File: src/rtl/gcd_pkg.sv
// Shared types and constants for the GCD job scheduler: FSM states,
// requester count, operand and timeout-counter widths.
package gcd_pkg;

   localparam int NREQ  = 4;
   localparam int OP_W  = 8;
   localparam int TMO_W = 10;

   typedef enum logic [2:0] {
      IDLE,
      RUN,
      REL,
      BYP,
      RESP
   } state_t;

   function automatic logic [NREQ-1:0] onehot(input logic [1:0] idx);
      logic [NREQ-1:0] v;
      v      = '0;
      v[idx] = 1'b1;
      return v;
   endfunction

endpackage

File: src/rtl/gcd_sched_if.sv
// Requester and engine signals of the GCD scheduler. The scheduler itself
// uses the slave view; the surrounding requesters/engine use the master view.
interface gcd_sched_if;
   import gcd_pkg::*;

   logic [NREQ-1:0]      req;
   logic [NREQ*OP_W-1:0] req_p;
   logic [NREQ*OP_W-1:0] req_q;
   logic [NREQ-1:0]      ack;
   logic [OP_W-1:0]      res;
   logic                 res_err;
   logic [NREQ-1:0]      res_valid;
   logic                 busy;
   logic                 eng_start;
   logic [OP_W-1:0]      eng_p;
   logic [OP_W-1:0]      eng_q;
   logic [OP_W-1:0]      eng_r;
   logic                 eng_done;
   logic                 eng_abort;

   modport slave (
      input  req, req_p, req_q, eng_r, eng_done,
      output ack, res, res_err, res_valid, busy, eng_start, eng_p, eng_q, eng_abort
   );

   modport master (
      output req, req_p, req_q, eng_r, eng_done,
      input  ack, res, res_err, res_valid, busy, eng_start, eng_p, eng_q, eng_abort
   );

endinterface

File: src/rtl/rr_arb4.sv
// Four-way round-robin selector: the first active request at or after ptr
// (wrapping) wins. Purely combinational.
module rr_arb4
   import gcd_pkg::*;
(
   input  logic [NREQ-1:0] req,
   input  logic [1:0]      ptr,
   output logic [NREQ-1:0] grant,
   output logic [1:0]      idx,
   output logic            any
);

   logic [NREQ-1:0] rot;
   logic [1:0]      off;

   // rot[k] is the requester k places after ptr
   genvar gi;
   generate
      for (gi = 0; gi < NREQ; gi++) begin : g_rot
         assign rot[gi] = req[2'(ptr + 2'(gi))];
      end
   endgenerate

   always_comb begin
      off = 2'd0;
      for (int i = NREQ - 1; i >= 0; i--) begin
         if (rot[i]) begin
            off = 2'(i);
         end
      end
   end

   assign any   = |req;
   assign idx   = ptr + off;
   assign grant = any ? onehot(idx) : '0;

endmodule

File: src/rtl/gcd_sched.sv
// Round-robin scheduler that serialises GCD jobs from four requesters onto one
// external engine, with a zero-operand bypass and an engine-hang timeout.
module gcd_sched #(
   parameter int NREQ    = 4,
   parameter int TIMEOUT = 1023
) (
   input logic        clk,
   input logic        rst,
   gcd_sched_if.slave bus
);
   import gcd_pkg::state_t;
   import gcd_pkg::IDLE;
   import gcd_pkg::RUN;
   import gcd_pkg::REL;
   import gcd_pkg::BYP;
   import gcd_pkg::RESP;
   import gcd_pkg::OP_W;
   import gcd_pkg::TMO_W;
   import gcd_pkg::onehot;

   localparam logic [TMO_W-1:0] TMO_LAST = TMO_W'(TIMEOUT - 1);

   state_t          state_reg, state_next;
   logic [1:0]      ptr_reg, owner_reg;
   logic [OP_W-1:0] op_p_reg, op_q_reg, res_reg;
   logic            err_reg;
   logic [TMO_W-1:0] tmo_cnt_reg;
   logic [NREQ-1:0] ack_reg, res_valid_reg;

   logic [NREQ-1:0] arb_grant;
   logic [1:0]      arb_idx;
   logic            arb_any;
   logic [OP_W-1:0] p_arr [NREQ];
   logic [OP_W-1:0] q_arr [NREQ];
   logic [OP_W-1:0] sel_p, sel_q;
   logic            tmo_hit, eng_start_c, eng_abort_c, busy_c;

   rr_arb4 u_arb (
      .req   (bus.req),
      .ptr   (ptr_reg),
      .grant (arb_grant),
      .idx   (arb_idx),
      .any   (arb_any)
   );

   genvar gi;
   generate
      for (gi = 0; gi < NREQ; gi++) begin : g_ops
         assign p_arr[gi] = bus.req_p[gi*OP_W +: OP_W];
         assign q_arr[gi] = bus.req_q[gi*OP_W +: OP_W];
      end
   endgenerate

   assign sel_p = p_arr[arb_idx];
   assign sel_q = q_arr[arb_idx];

   always_comb begin
      state_next  = state_reg;
      eng_start_c = 1'b0;
      eng_abort_c = 1'b0;
      busy_c      = (state_reg != IDLE);
      tmo_hit     = (tmo_cnt_reg == TMO_LAST);
      case (state_reg)
         IDLE: begin
            if (arb_any) begin
               state_next = (sel_p == '0 || sel_q == '0) ? BYP : RUN;
            end
         end
         RUN: begin
            eng_start_c = 1'b1;
            if (bus.eng_done) begin
               state_next = REL;
            end else if (tmo_hit) begin
               eng_abort_c = 1'b1;
               state_next  = REL;
            end
         end
         // 4-phase return: engine must drop done before the next job may start
         REL: begin
            if (!bus.eng_done) begin
               state_next = RESP;
            end
         end
         BYP:     state_next = RESP;
         RESP:    state_next = IDLE;
         default: state_next = IDLE;
      endcase
   end

   always_ff @(posedge clk) begin
      if (rst) begin
         state_reg     <= IDLE;
         ptr_reg       <= 2'd0;
         owner_reg     <= 2'd0;
         op_p_reg      <= '0;
         op_q_reg      <= '0;
         res_reg       <= '0;
         err_reg       <= 1'b0;
         tmo_cnt_reg   <= '0;
         ack_reg       <= '0;
         res_valid_reg <= '0;
      end else begin
         state_reg     <= state_next;
         ack_reg       <= '0;
         res_valid_reg <= '0;
         case (state_reg)
            IDLE: begin
               if (arb_any) begin
                  ack_reg     <= arb_grant;
                  owner_reg   <= arb_idx;
                  op_p_reg    <= sel_p;
                  op_q_reg    <= sel_q;
                  ptr_reg     <= arb_idx + 2'd1;
                  tmo_cnt_reg <= '0;
                  err_reg     <= 1'b0;
               end
            end
            RUN: begin
               tmo_cnt_reg <= tmo_cnt_reg + 1'b1;
               if (bus.eng_done) begin
                  res_reg <= bus.eng_r;
               end else if (tmo_hit) begin
                  res_reg <= '0;
                  err_reg <= 1'b1;
               end
            end
            // gcd(0,x)=x and gcd(0,0)=0 both reduce to a bitwise OR
            BYP:  res_reg       <= op_p_reg | op_q_reg;
            RESP: res_valid_reg <= onehot(owner_reg);
            default: ;
         endcase
      end
   end

   assign bus.ack       = ack_reg;
   assign bus.res       = res_reg;
   assign bus.res_err   = err_reg;
   assign bus.res_valid = res_valid_reg;
   assign bus.busy      = busy_c;
   assign bus.eng_start = eng_start_c;
   assign bus.eng_abort = eng_abort_c;
   assign bus.eng_p     = (state_reg == RUN) ? op_p_reg : '0;
   assign bus.eng_q     = (state_reg == RUN) ? op_q_reg : '0;

endmodule

File: src/flat_wrapper.sv
// flat-port wrapper written by rule: the top's interface ports become plain ports
module gcd_sched_flat import gcd_pkg::state_t; import gcd_pkg::IDLE; import gcd_pkg::RUN; import gcd_pkg::REL; import gcd_pkg::BYP; import gcd_pkg::RESP; import gcd_pkg::OP_W; import gcd_pkg::TMO_W; import gcd_pkg::onehot;
#(
   parameter int NREQ    = 4,
   parameter int TIMEOUT = 1023
)
  (clk, rst, bus_req, bus_req_p, bus_req_q, bus_eng_r, bus_eng_done, bus_ack, bus_res, bus_res_err, bus_res_valid, bus_busy, bus_eng_start, bus_eng_p, bus_eng_q, bus_eng_abort);
  gcd_sched_if bus_i ();
  input logic clk;
  input logic rst;
  input wire logic [$bits(bus_i.req)-1:0] bus_req;
  input wire logic [$bits(bus_i.req_p)-1:0] bus_req_p;
  input wire logic [$bits(bus_i.req_q)-1:0] bus_req_q;
  input wire logic [$bits(bus_i.eng_r)-1:0] bus_eng_r;
  input wire logic [$bits(bus_i.eng_done)-1:0] bus_eng_done;
  output wire logic [$bits(bus_i.ack)-1:0] bus_ack;
  output wire logic [$bits(bus_i.res)-1:0] bus_res;
  output wire logic [$bits(bus_i.res_err)-1:0] bus_res_err;
  output wire logic [$bits(bus_i.res_valid)-1:0] bus_res_valid;
  output wire logic [$bits(bus_i.busy)-1:0] bus_busy;
  output wire logic [$bits(bus_i.eng_start)-1:0] bus_eng_start;
  output wire logic [$bits(bus_i.eng_p)-1:0] bus_eng_p;
  output wire logic [$bits(bus_i.eng_q)-1:0] bus_eng_q;
  output wire logic [$bits(bus_i.eng_abort)-1:0] bus_eng_abort;
  assign bus_i.req = bus_req;
  assign bus_i.req_p = bus_req_p;
  assign bus_i.req_q = bus_req_q;
  assign bus_i.eng_r = bus_eng_r;
  assign bus_i.eng_done = bus_eng_done;
  assign bus_ack = bus_i.ack;
  assign bus_res = bus_i.res;
  assign bus_res_err = bus_i.res_err;
  assign bus_res_valid = bus_i.res_valid;
  assign bus_busy = bus_i.busy;
  assign bus_eng_start = bus_i.eng_start;
  assign bus_eng_p = bus_i.eng_p;
  assign bus_eng_q = bus_i.eng_q;
  assign bus_eng_abort = bus_i.eng_abort;
  gcd_sched #(.NREQ(NREQ), .TIMEOUT(TIMEOUT)) u_core (.clk(clk), .rst(rst), .bus(bus_i));
endmodule
File: config.mk
export PLATFORM = sky130hd
export DESIGN_NAME = gcd_sched_flat
export DESIGN_NICKNAME = d
export VERILOG_FILES = /design/src/rtl/gcd_pkg.sv /design/src/rtl/gcd_sched_if.sv /design/src/rtl/rr_arb4.sv /design/src/rtl/gcd_sched.sv /design/src/flat_wrapper.sv
export SDC_FILE = /design/constraint.sdc
export NUM_CORES = 1
export LEC_CHECK = 0
export CAP_MARGIN = 20
export CORE_MARGIN = 2
export CORE_UTILIZATION = 40
export DETAILED_ROUTE_END_ITERATION = 7
export HOLD_SLACK_MARGIN = 0.05
export PLACE_DENSITY = 0.77
export SLEW_MARGIN = 20
export SYNTH_ARGS = -nofsm -noshare
export SYNTH_HDL_FRONTEND = slang
export SYNTH_SLANG_ARGS = --single-unit
export TNS_END_PERCENT = 1
File: constraint.sdc
create_clock -name clk -period 2.7 [get_ports clk]
set_input_delay 0.27 -clock clk [delete_from_list [all_inputs] [get_ports clk]]
set_output_delay 0.27 -clock clk [all_outputs]
set_load 0.01 [all_outputs]
==> results_dict.tcl <==
set metrics [dict create \
    fin_skew_ns 0.0123 \
    syn_inst 391 \
    syn_area_um2 3040 \
    die_area_um2 8320 \
    diodes 0 \
    max_freq_mhz 390 \
    cp.required_ns 2.90 \
    fin_nets 595 \
    core_um2 7290 \
    dp_cells 600 \
    grt_usage 0.213 \
    tns_ns 0 \
    p_seq_frac 0.254 \
    vias 3242 \
    drtAntennaViolNets 0 \
    dieHeight_um 91.2 \
    drv_slew 0 \
    tightestPinTransition_ns 0.747 \
    slew_headroom 0.502 \
    ys.flop_type "dfxtp_1" \
    fill_cells 659 \
    synth_cell_types 43 \
    grt_pass1_wl_mm 14.5 \
    cts.path.max_buffers 2 \
    finalNonFillerCells 609 \
    combPwrFrac 0.624 \
    p_sw_w 0.00179 \
    numCtsBuffers 5 \
    synth_mux_area_frac 0.0559 \
    critPathLaunchType "input port" \
    avgRoutedWirePerCell_um 14.7 \
    area_growth_pct 49.6 \
    syn_area_per_cell_um2 7.79 \
    status "finished, final reports clean" \
    largest_reg_flops 10 \
    syn-num-nets 477 \
    die_w_um 91.2 \
    intPower_w 0.00248 \
    ys_warn_count 0 \
    synth-xor-area-share 0.00288 \
    finalHoldViolCount 0 \
    swShare 0.419 \
    ys_seq_area_frac 0.329 \
    cts_hold_buf 0 \
    firstDrtPassIters 5 \
    ys_ff_latch 50 \
    wl_mm 8.94 \
    viasPerCell 5.32 \
    worstSetupPathType "input port to flop" \
    place.port_buffers 114 \
    start_util 0.417 \
    drive_gt1_frac 0.0941 \
    fin_crit_sh 0.950 \
    antenna_found_initial 0 \
    cts_root_buf "clkbuf_8" \
    grt_max_degree 38 \
    clkTransAtPathRegs_ns 0.09 \
    rows 31 \
    cp_max_fo 19 \
    power_frac_clock 0.122 \
    gp_congestion 0.901 \
    power_density_nw_per_um2 938 \
    worstSkewPairLatency_ns 0.31 \
    drc_errors 0 \
    cts_tree "built" \
    detailed_place_hpwl_mm 7.15 \
    synth_top_family_by_area "simple AND/OR/NAND/NOR gates" \
    finalSetupViolCount 0 \
    overflow 0 \
    drt_iter0_drc 136 \
    cp-end-kind "flop" \
    cts_num_sinks 50 \
    synth_compound_area_frac 0.210 \
    cts.htree.levels 2 \
    synth_simple_gate_area_frac 0.319 \
    design_area_um2 4550 \
    arrival_ns 2.77 \
    fin_hold_ws_ns 0.467 \
    min_path_type "flop to flop" \
    synth_adder_area_share 0.0288 \
    power.leakage_nw 1.75 \
    io_pins 115 \
    finish.utilization 0.625 \
    irDropWorstVdd_mv 0.481 \
    synth-async-reset-ratio 0 \
    synth_edf_count 0 \
    grt_pass1_vias 3074 \
    fin_crit_ns 2.57 \
    placed_area_um2 4400 \
    drv_cap 0 \
]
-- worst paths after layout --
kind / endpoint / cells past startpoint / start / slack (ns)
setup / recovery: u_core.op_p_reg[3] / 12 / bus_req[0] / 0.13
hold / removal: u_core.bus.res_valid[2] / 1 / u_core.owner_reg[0] / 0.47
setup reg to reg: u_core.op_p_reg[3] / 11 / u_core.ptr_reg[0] / 0.18
hold reg to reg: u_core.bus.res_valid[2] / 1 / u_core.owner_reg[0] / 0.47
-- power groups by stage --
stage / combinational (W) / sequential, W / clock (W)
final: 0.00266 / 0.00109 / 0.000521
after detailed placement: 0.00259 / 0.00110 / 0
after global routing: 0.00294 / 0.00110 / 0.000564
after global placement: 0.00257 / 0.00110 / 0
after floorplan: 0.00172 / 0.00105 / 0
after CTS: 0.00260 / 0.00108 / 0.000533
-- Yosys cell counts, types with 2 or more instances --
cell / count / area share
nor3_1: 6 / 0.0099
and3_1: 3 / 0.0062
nand3b_1: 2 / 0.0049
or2_2: 2 / 0.0041
nand3_1: 7 / 0.012
or4_1: 2 / 0.0049
and2_1: 20 / 0.041
buf_6: 2 / 0.0074
a211oi_1: 13 / 0.032
nor4_1: 16 / 0.033
nor2_1: 86 / 0.11
mux2i_1: 17 / 0.056
o21ai_0: 3 / 0.0049
dfxtp_1: 50 / 0.33
o211ai_1: 2 / 0.0049
clkbuf_1: 22 / 0.027
a31oi_1: 11 / 0.023
nand2b_1: 4 / 0.0082
or3_1: 19 / 0.039
a21oi_1: 18 / 0.030
o31a_1: 16 / 0.046
inv_1: 6 / 0.0074
ha_1: 7 / 0.029
nand4_1: 2 / 0.0041
buf_2: 5 / 0.0082
a32o_1: 16 / 0.053
nand2_1: 18 / 0.022
-- final cells by class --
cell class,count,area [um^2],share of cell area
Tap cell,99,124,0.0272
Inverter,7,28.8,0.00632
Clock inverter,3,40.0,0.00879
Multi-Input combinational cell,304,1910,0.420
Clock buffer,5,68.8,0.0151
Sequential cell,50,1000,0.220
Timing Repair Buffer,141,1380,0.303
-- what timing repair did --
action,CTS,global route
endpoints found under the setup margin,0,18
buffers inserted,0,1
resized for setup,0,9
-- worst max-delay path: stages --
cell             delay (ns)
clkdlybuf4s50_1        0.48
nor2_1                 0.07
a211oi_2               0.23
a31oi_1                0.06
a211o_1                0.25
ha_1                   0.21
xnor2_2                0.16
a21oi_2                0.17
nand2b_4               0.18
inv_4                  0.09
or3_1                  0.32
a32o_1                 0.27
-- routing by layer --
| metal | wire length [um] | global-route usage |
|---|---|---|
| met1 | 4020 | 0.276 |
| met4 | 269 | 0.0795 |
| met5 | 0 | 0 |
| met3 | 462 | 0.0315 |
| met2 | 4190 | 0.357 |
-- stage by stage --
step / setup slack, ns / power (W)
floorplan: 0.0590 / 0.00277
global placement: -0.189 / 0.00367
detailed placement: -0.258 / 0.00369
CTS: 0.0558 / 0.00422
global route: -0.0270 / 0.00461
finish: 0.134 / 0.00427
-- cells by family after synthesis --
family,count (synthesis)
xor+xnor,1
fa+ha+maj,7
buf+inv,37
simple gates,194
mux,17
flops,50
compound gates,85
-- placed cells by master, fill, tap and decap left out, types with 7 or more instances in the layout --
master	count
a32o_1	16
nor2_1	84
a211oi_1	12
nor4_1	16
buf_4	23
a21oi_1	17
o31a_1	16
or3_1	19
nand2_1	18
clkdlybuf4s50_1	112
mux2i_1	17
and2_1	20
dfxtp_1	50
a31oi_1	11
ha_1	7
(Power assumes the default switching activity.)
